--- src/rtl/cpu_axi_port_arbiter.sv ---
// cpu_axi_port_arbiter: shares one AXI4 master port between the fetch and data
// requesters. It runs single-beat transactions, one at a time, and arbitrates
// round-robin when both requesters are waiting.
`timescale 1ns/1ps
module cpu_axi_port_arbiter #(
  parameter logic [3:0] ID_IF = 4'h0,
  parameter logic [3:0] ID_DM = 4'h1
) (
  input  logic        ACLK,
  input  logic        ARESET,
  // fetch requester
  input  logic        if_req,
  input  logic [31:0] if_addr,
  output logic [31:0] if_rdata,
  output logic        if_done,
  // data requester
  input  logic        dm_read,
  input  logic        dm_write,
  input  logic [31:0] dm_addr,
  input  logic [31:0] dm_wdata,
  input  logic [3:0]  dm_strb,
  output logic [31:0] dm_rdata,
  output logic        dm_done,
  output logic        dm_err,
  // read address channel
  output logic [3:0]  ARID,
  output logic [31:0] ARADDR,
  output logic [3:0]  ARLEN,
  output logic [2:0]  ARSIZE,
  output logic [1:0]  ARBURST,
  output logic        ARVALID,
  input  logic        ARREADY,
  // read data channel
  input  logic [3:0]  RID,
  input  logic [31:0] RDATA,
  input  logic [1:0]  RRESP,
  input  logic        RLAST,
  input  logic        RVALID,
  output logic        RREADY,
  // write address channel
  output logic [3:0]  AWID,
  output logic [31:0] AWADDR,
  output logic [3:0]  AWLEN,
  output logic [2:0]  AWSIZE,
  output logic [1:0]  AWBURST,
  output logic        AWVALID,
  input  logic        AWREADY,
  // write data channel
  output logic [31:0] WDATA,
  output logic [3:0]  WSTRB,
  output logic        WLAST,
  output logic        WVALID,
  input  logic        WREADY,
  // write response channel
  input  logic [3:0]  BID,
  input  logic [1:0]  BRESP,
  input  logic        BVALID,
  output logic        BREADY
);

  localparam int unsigned ADDR_W = 32;
  localparam int unsigned DATA_W = 32;
  localparam int unsigned STRB_W = 4;
  localparam int unsigned ID_W   = 4;

  typedef enum logic [2:0] {
    ST_IDLE    = 3'd0,
    ST_RD_ADDR = 3'd1,
    ST_RD_DATA = 3'd2,
    ST_WR_ADDR = 3'd3,
    ST_WR_RESP = 3'd4
  } state_t;

  state_t              state_q, state_d;
  logic [ADDR_W-1:0]   addr_q, addr_d;
  logic [DATA_W-1:0]   wdata_q, wdata_d;
  logic [STRB_W-1:0]   strb_q, strb_d;
  logic [ID_W-1:0]     id_q, id_d;
  logic                gnt_dm_q, gnt_dm_d;   // current owner is the data requester
  logic                last_dm_q, last_dm_d; // round-robin: last grant went to data
  logic                arvalid_q, arvalid_d;
  logic                awvalid_q, awvalid_d;
  logic                wvalid_q, wvalid_d;
  logic                rready_q, rready_d;
  logic                bready_q, bready_d;
  logic                if_done_q, if_done_d;
  logic                dm_done_q, dm_done_d;
  logic                dm_err_q, dm_err_d;
  logic [DATA_W-1:0]   if_rdata_q, if_rdata_d;
  logic [DATA_W-1:0]   dm_rdata_q, dm_rdata_d;
  logic                dm_any;
  logic                pick_dm;

  // Next-state, arbitration and channel handshake tracking
  always_comb begin
    state_d    = state_q;
    addr_d     = addr_q;
    wdata_d    = wdata_q;
    strb_d     = strb_q;
    id_d       = id_q;
    gnt_dm_d   = gnt_dm_q;
    last_dm_d  = last_dm_q;
    arvalid_d  = arvalid_q;
    awvalid_d  = awvalid_q;
    wvalid_d   = wvalid_q;
    rready_d   = rready_q;
    bready_d   = bready_q;
    if_done_d  = 1'b0;
    dm_done_d  = 1'b0;
    dm_err_d   = 1'b0;
    if_rdata_d = if_rdata_q;
    dm_rdata_d = dm_rdata_q;
    dm_any     = dm_read | dm_write;
    pick_dm    = dm_any & (~if_req | ~last_dm_q);

    case (state_q)
      ST_IDLE: begin
        // The done cycle is dead: the finished requester still holds its request.
        if (!if_done_q && !dm_done_q && (if_req || dm_any)) begin
          gnt_dm_d  = pick_dm;
          last_dm_d = pick_dm;
          if (pick_dm) begin
            addr_d  = dm_addr;
            wdata_d = dm_wdata;
            strb_d  = dm_strb;
            id_d    = ID_DM;
            if (dm_write) begin
              awvalid_d = 1'b1;
              wvalid_d  = 1'b1;
              state_d   = ST_WR_ADDR;
            end else begin
              arvalid_d = 1'b1;
              state_d   = ST_RD_ADDR;
            end
          end else begin
            addr_d    = if_addr;
            id_d      = ID_IF;
            arvalid_d = 1'b1;
            state_d   = ST_RD_ADDR;
          end
        end
      end
      ST_RD_ADDR: begin
        if (ARREADY) begin
          arvalid_d = 1'b0;
          rready_d  = 1'b1;
          state_d   = ST_RD_DATA;
        end
      end
      ST_RD_DATA: begin
        // Beats with a foreign RID are accepted and dropped.
        if (RVALID && RLAST && (RID == id_q)) begin
          rready_d = 1'b0;
          state_d  = ST_IDLE;
          if (gnt_dm_q) begin
            dm_rdata_d = RDATA;
            dm_done_d  = 1'b1;
            dm_err_d   = (RRESP != 2'b00);
          end else begin
            if_rdata_d = RDATA;
            if_done_d  = 1'b1;
          end
        end
      end
      ST_WR_ADDR: begin
        awvalid_d = awvalid_q & ~AWREADY;
        wvalid_d  = wvalid_q & ~WREADY;
        if (!awvalid_d && !wvalid_d) begin
          bready_d = 1'b1;
          state_d  = ST_WR_RESP;
        end
      end
      ST_WR_RESP: begin
        if (BVALID && (BID == ID_DM)) begin
          bready_d  = 1'b0;
          dm_done_d = 1'b1;
          dm_err_d  = (BRESP != 2'b00);
          state_d   = ST_IDLE;
        end
      end
      default: begin
        state_d = ST_IDLE;
      end
    endcase
  end

  // State and output registers with synchronous reset
  always_ff @(posedge ACLK) begin
    if (ARESET) begin
      state_q    <= ST_IDLE;
      addr_q     <= '0;
      wdata_q    <= '0;
      strb_q     <= '0;
      id_q       <= '0;
      gnt_dm_q   <= 1'b0;
      last_dm_q  <= 1'b0;
      arvalid_q  <= 1'b0;
      awvalid_q  <= 1'b0;
      wvalid_q   <= 1'b0;
      rready_q   <= 1'b0;
      bready_q   <= 1'b0;
      if_done_q  <= 1'b0;
      dm_done_q  <= 1'b0;
      dm_err_q   <= 1'b0;
      if_rdata_q <= '0;
      dm_rdata_q <= '0;
    end else begin
      state_q    <= state_d;
      addr_q     <= addr_d;
      wdata_q    <= wdata_d;
      strb_q     <= strb_d;
      id_q       <= id_d;
      gnt_dm_q   <= gnt_dm_d;
      last_dm_q  <= last_dm_d;
      arvalid_q  <= arvalid_d;
      awvalid_q  <= awvalid_d;
      wvalid_q   <= wvalid_d;
      rready_q   <= rready_d;
      bready_q   <= bready_d;
      if_done_q  <= if_done_d;
      dm_done_q  <= dm_done_d;
      dm_err_q   <= dm_err_d;
      if_rdata_q <= if_rdata_d;
      dm_rdata_q <= dm_rdata_d;
    end
  end

  assign if_rdata = if_rdata_q;
  assign if_done  = if_done_q;
  assign dm_rdata = dm_rdata_q;
  assign dm_done  = dm_done_q;
  assign dm_err   = dm_err_q;

  assign ARID    = id_q;
  assign ARADDR  = addr_q;
  assign ARLEN   = 4'h0;
  assign ARSIZE  = 3'b010;
  assign ARBURST = 2'b01;
  assign ARVALID = arvalid_q;
  assign RREADY  = rready_q;

  assign AWID    = id_q;
  assign AWADDR  = addr_q;
  assign AWLEN   = 4'h0;
  assign AWSIZE  = 3'b010;
  assign AWBURST = 2'b01;
  assign AWVALID = awvalid_q;

  assign WDATA   = wdata_q;
  assign WSTRB   = strb_q;
  assign WLAST   = 1'b1;
  assign WVALID  = wvalid_q;
  assign BREADY  = bready_q;

endmodule

--- config.mk ---
export PLATFORM = sky130hd
export DESIGN_NAME = cpu_axi_port_arbiter
export DESIGN_NICKNAME = d
export VERILOG_FILES = /design/src/rtl/cpu_axi_port_arbiter.sv
export SDC_FILE = /design/constraint.sdc
export NUM_CORES = 1
export LEC_CHECK = 0
export CORE_AREA = 2 2 137 139
export CTS_CLUSTER_SIZE = 40
export DETAILED_ROUTE_END_ITERATION = 12
export DIE_AREA = 0 0 139 141
export PLACE_DENSITY = 0.73
export SLEW_MARGIN = 40
export SYNTH_ARGS = -nofsm -noshare
export SYNTH_HDL_FRONTEND = slang
export SYNTH_SLANG_ARGS = --single-unit
--- constraint.sdc ---
create_clock -name ACLK -period 2.7 [get_ports ACLK]
set_input_delay 0.54 -clock ACLK [delete_from_list [all_inputs] [get_ports ACLK]]
set_output_delay 0.54 -clock ACLK [all_outputs]
set_load 0.05 [all_outputs]
==> flow_summary.rst <==
.. list-table::
   :header-rows: 1

   * - Metric
     - Value
   * - Total routing resource utilization after global routing
     - 0.186
   * - Latest clock arrival within the worst-skew pair
     - between 400 and 500 ps
   * - Most frequent cells in the layout
     - sky130_fd_sc_hd__clkdlybuf4s50_1 (327), sky130_fd_sc_hd__dfxtp_1 (144), sky130_fd_sc_hd__nand2_1 (142)
   * - TritonRoute pass-1 iters
     - 4
   * - Mux contribution to synthesized area
     - 0.106
   * - # setup viols final
     - 0
   * - Cell depth of the worst min-delay path
     - 2
   * - Arithmetic-cell share of the synthesized area counting full adders, half adders and majority gates
     - 0
   * - Total count of hold-check failures in the final report
     - 0
   * - Count of distinct cell types in the synthesized netlist
     - just over 40
   * - First-pass GRT wire length
     - about 29000 um
   * - CTS tree
     - done
   * - GRT Residual Overflow
     - 0
   * - Synth area leader
     - sky130_fd_sc_hd__dfxtp_1
   * - Post-DR vias/cell
     - roughly 4.6
   * - Fin. max-slew vios
     - 0
   * - R2R Path End
     - ARADDR[19]
   * - Worst-path cell chain
     - clkdlybuf4s50_1
   * - Synthesis-stage register bit count
     - around 140
   * - Worst Path Buf+Inv
     - 1
   * - Number of setup buffers added after CTS
     - 0
   * - DRC violation count after routing
     - 0
   * - Final RePlAce weighted congestion
     - between 0.7 and 0.8
   * - Utilization of the core after routing
     - 0.542
   * - Placed wire-length estimate after detailed placement
     - ~14000 um
   * - Iter 0 DRT Violations
     - 166
   * - Post-Route Skew
     - 10.0 ps
   * - Data arrival at the endpoint of the critical path
     - approximately 1700 ps
   * - Count of synthesis-stage warnings from yosys
     - 0
   * - Final Net Count
     - 1118
   * - Post-placement cell area
     - 0.00929 mm2
   * - Unrepaired setup endpoints after global routing
     - no
   * - Wirelength per Cell
     - 15.5 um
   * - Area of the die
     - ~0.020 mm2
   * - Buffer depth of the longest clock path
     - 2
   * - Gates resized, CTS repair
     - 0
   * - Final TNS setup
     - 0 ps
   * - Main flop type after synthesis
     - sky130_fd_sc_hd__dfxtp_1
   * - Number of enable flip-flop cells after synthesis
     - 0
   * - Fraction of synthesized cell area taken by the top area cell type
     - 0.468
   * - Post-Synth Simple-Gate Area
     - 0.169
   * - Terminating pin of the worst hold path
     - dm_rdata[6]
   * - Synth Area in XOR/XNOR
     - 0.00284
   * - RR Startpoint
     - state_q[0]
   * - Post-synthesis sequential area ratio
     - 0.468
   * - Fraction of layout instances using a drive strength above 1
     - 0.0943
   * - Netlist area before placement
     - a little over 0.006 mm2
   * - Via count
     - between 5000 and 6000
   * - Hold Buf Count CTS
     - 0
   * - Area contributors post-synth
     - sky130_fd_sc_hd__dfxtp_1 (47%), sky130_fd_sc_hd__mux2i_1 (11%), sky130_fd_sc_hd__nand2_1 (8.7%)
   * - Die width
     - between 100 and 150 um
   * - Most common library cell in the layout ignoring fill and taps
     - sky130_fd_sc_hd__clkdlybuf4s50_1
   * - Final wirelength
     - around 19000 um
   * - Clock root buffer master
     - sky130_fd_sc_hd__clkbuf_16
   * - Peak fanout along the critical path
     - 3
   * - Area grow syn2layout
     - 60.7%
   * - HP Start
     - dm_rdata[6]
   * - I/O pin cnt
     - ~350
   * - Main combinational cell family by area after synthesis
     - simple AND/OR/NAND/NOR gates
   * - Area of the core
     - about 0.018 mm2
   * - Initial antenna violation count
     - 0
   * - Number of core rows
     - 50
   * - Shortest clock period the worst path allows after layout
     - roughly 2300 ps
   * - Final non-filler cell area
     - just under 0.01 mm2
   * - Clock sinks
     - 144
   * - Die span in y
     - 141 um
   * - Number of antenna diodes
     - 0
   * - Max Cap Violations
     - 0
   * - Proportion of synthesized flip-flops having asynchronous set or reset
     - 0
   * - Tightest Hold Check Type
     - reg2reg
   * - Instance count after placement with tap cells included
     - ~1200
   * - Kind of end point of the critical path
     - primary output
   * - Run status
     - completed
   * - Largest net degree at the start of global routing
     - 44
   * - Slowest stage cell on the critical path
     - sky130_fd_sc_hd__clkdlybuf4s50_1
   * - Number of nets with antenna violations after routing
     - 0
   * - Post-Synthesis Mean Instance Area
     - approximately 9 um2
   * - Share of the clock period used by the worst path
     - 0.841
   * - Register-to-register path setup slack
     - 870 ps
   * - Maximum operating frequency
     - 0.440 GHz
   * - Post-Syn Instances
     - ~680
   * - Worst slew margin relative to its limit
     - 0.595
   * - Initial standard-cell utilization of the core
     - 0.337
   * - Number of logic stages on the critical path including buffering
     - 1
   * - Cell Count, Final, Fillers Out
     - roughly 1200
   * - Critical path launch point type
     - flip-flop
   * - Worst-Margin Slew
     - roughly 610 ps
   * - Count of port buffers added during placement
     - 328
   * - Worst EP required
     - roughly 2200 ps
   * - Number of global-route vias before repair
     - 5354
   * - CTS buffer count
     - 17
   * - Peak per-stage delay on the critical path
     - ~860 ps
   * - Class of the most critical setup path
     - reg2out
   * - Family of cells with the greatest summed delay on the critical path
     - buffers and inverters
   * - Cell depth of the worst flop-to-flop path
     - 5
   * - Peak supply drop
     - 707 uV
   * - Standby leakage power
     - ~4.0 nW
   * - Post-CTS clock slew at the launch and capture registers of the worst setup and hold paths
     - 60 ps
   * - CTS H-tree lvls
     - 4
   * - Compound-Gate Fraction of Synth Area
     - 0.139
   * - PD cells
     - roughly 990 mW/mm2
## stage by stage
stage | power (mW) | setup WS [ps] | hold slack, ps
floorplan | 6.28 | 961 | 512
global placement | 7.41 | 510 | 440
detailed placement | 7.46 | 470 | 446
CTS | 9.92 | 414 | 454
global route | 10.2 | 382 | 469
finish | 9.80 | 428 | 452
## worst max-delay path by stage
stage              start   endpoint
6_report       last_dm_q    ARID[0]
5_1_grt        last_dm_q    ARID[0]
4_1_cts        last_dm_q    ARID[0]
3_5_place_dp     dm_read  ARADDR[2]
3_3_place_gp    dm_write     WVALID
2_1_floorplan    if_done  ARADDR[0]
## flip-flops by register name, summed over array words and instances, names as in the netlist
signal	flops
ARADDR	32
WDATA	32
dm_rdata	32
if_rdata	32
WSTRB	4
state_q	3
ARVALID	1
AWVALID	1
BREADY	1
RREADY	1
WVALID	1
dm_done	1
dm_err	1
if_done	1
last_dm_q	1
## layout make-up
class / instances / area [um2]
tap: 234 / 293
fill: 1729 / 8370
clock buffer: 18 / 439
clock inverter: 14 / 169
inverter: 3 / 11.3
multi-input combinational: 454 / 2660
sequential: 144 / 2880
timing repair buffer: 343 / 3440
## report_power, final
group          leakage [nW]  switching, mW  total, mW  internal, mW
clock network         0.290           1.00       2.42          1.42
registers              1.18          0.274       2.76          2.48
logic                  2.49           3.05       4.62          1.57
total                  3.96           4.33       9.80          5.48
## metal layers
layer,global-route usage,wire length [um]
met5,0,0
met4,0.0542,306
met3,0.0808,1780
met2,0.309,9100
met1,0.219,7530
## Yosys cell counts (3+ instances only)
library cell	number
sky130_fd_sc_hd__clkbuf_1	22
sky130_fd_sc_hd__dfxtp_1	144
sky130_fd_sc_hd__nand2b_1	3
sky130_fd_sc_hd__inv_1	3
sky130_fd_sc_hd__buf_6	8
sky130_fd_sc_hd__buf_2	14
sky130_fd_sc_hd__a211oi_2	32
sky130_fd_sc_hd__or2_2	3
sky130_fd_sc_hd__nand2_1	142
sky130_fd_sc_hd__nand4_1	4
sky130_fd_sc_hd__nor2_1	68
sky130_fd_sc_hd__buf_4	59
sky130_fd_sc_hd__o21ai_0	4
sky130_fd_sc_hd__a21oi_1	76
sky130_fd_sc_hd__mux2i_1	65
## cells by family (layout without fill, tap and decap cells)
logic type,count (synthesis),after routing
simple gates,243,243
compound gates,119,119
other cells,2,25
xor+xnor,2,2
flops,144,144
buf+inv,107,378
mux,65,65
No activity file was read; power rests on OpenSTA's default activity.
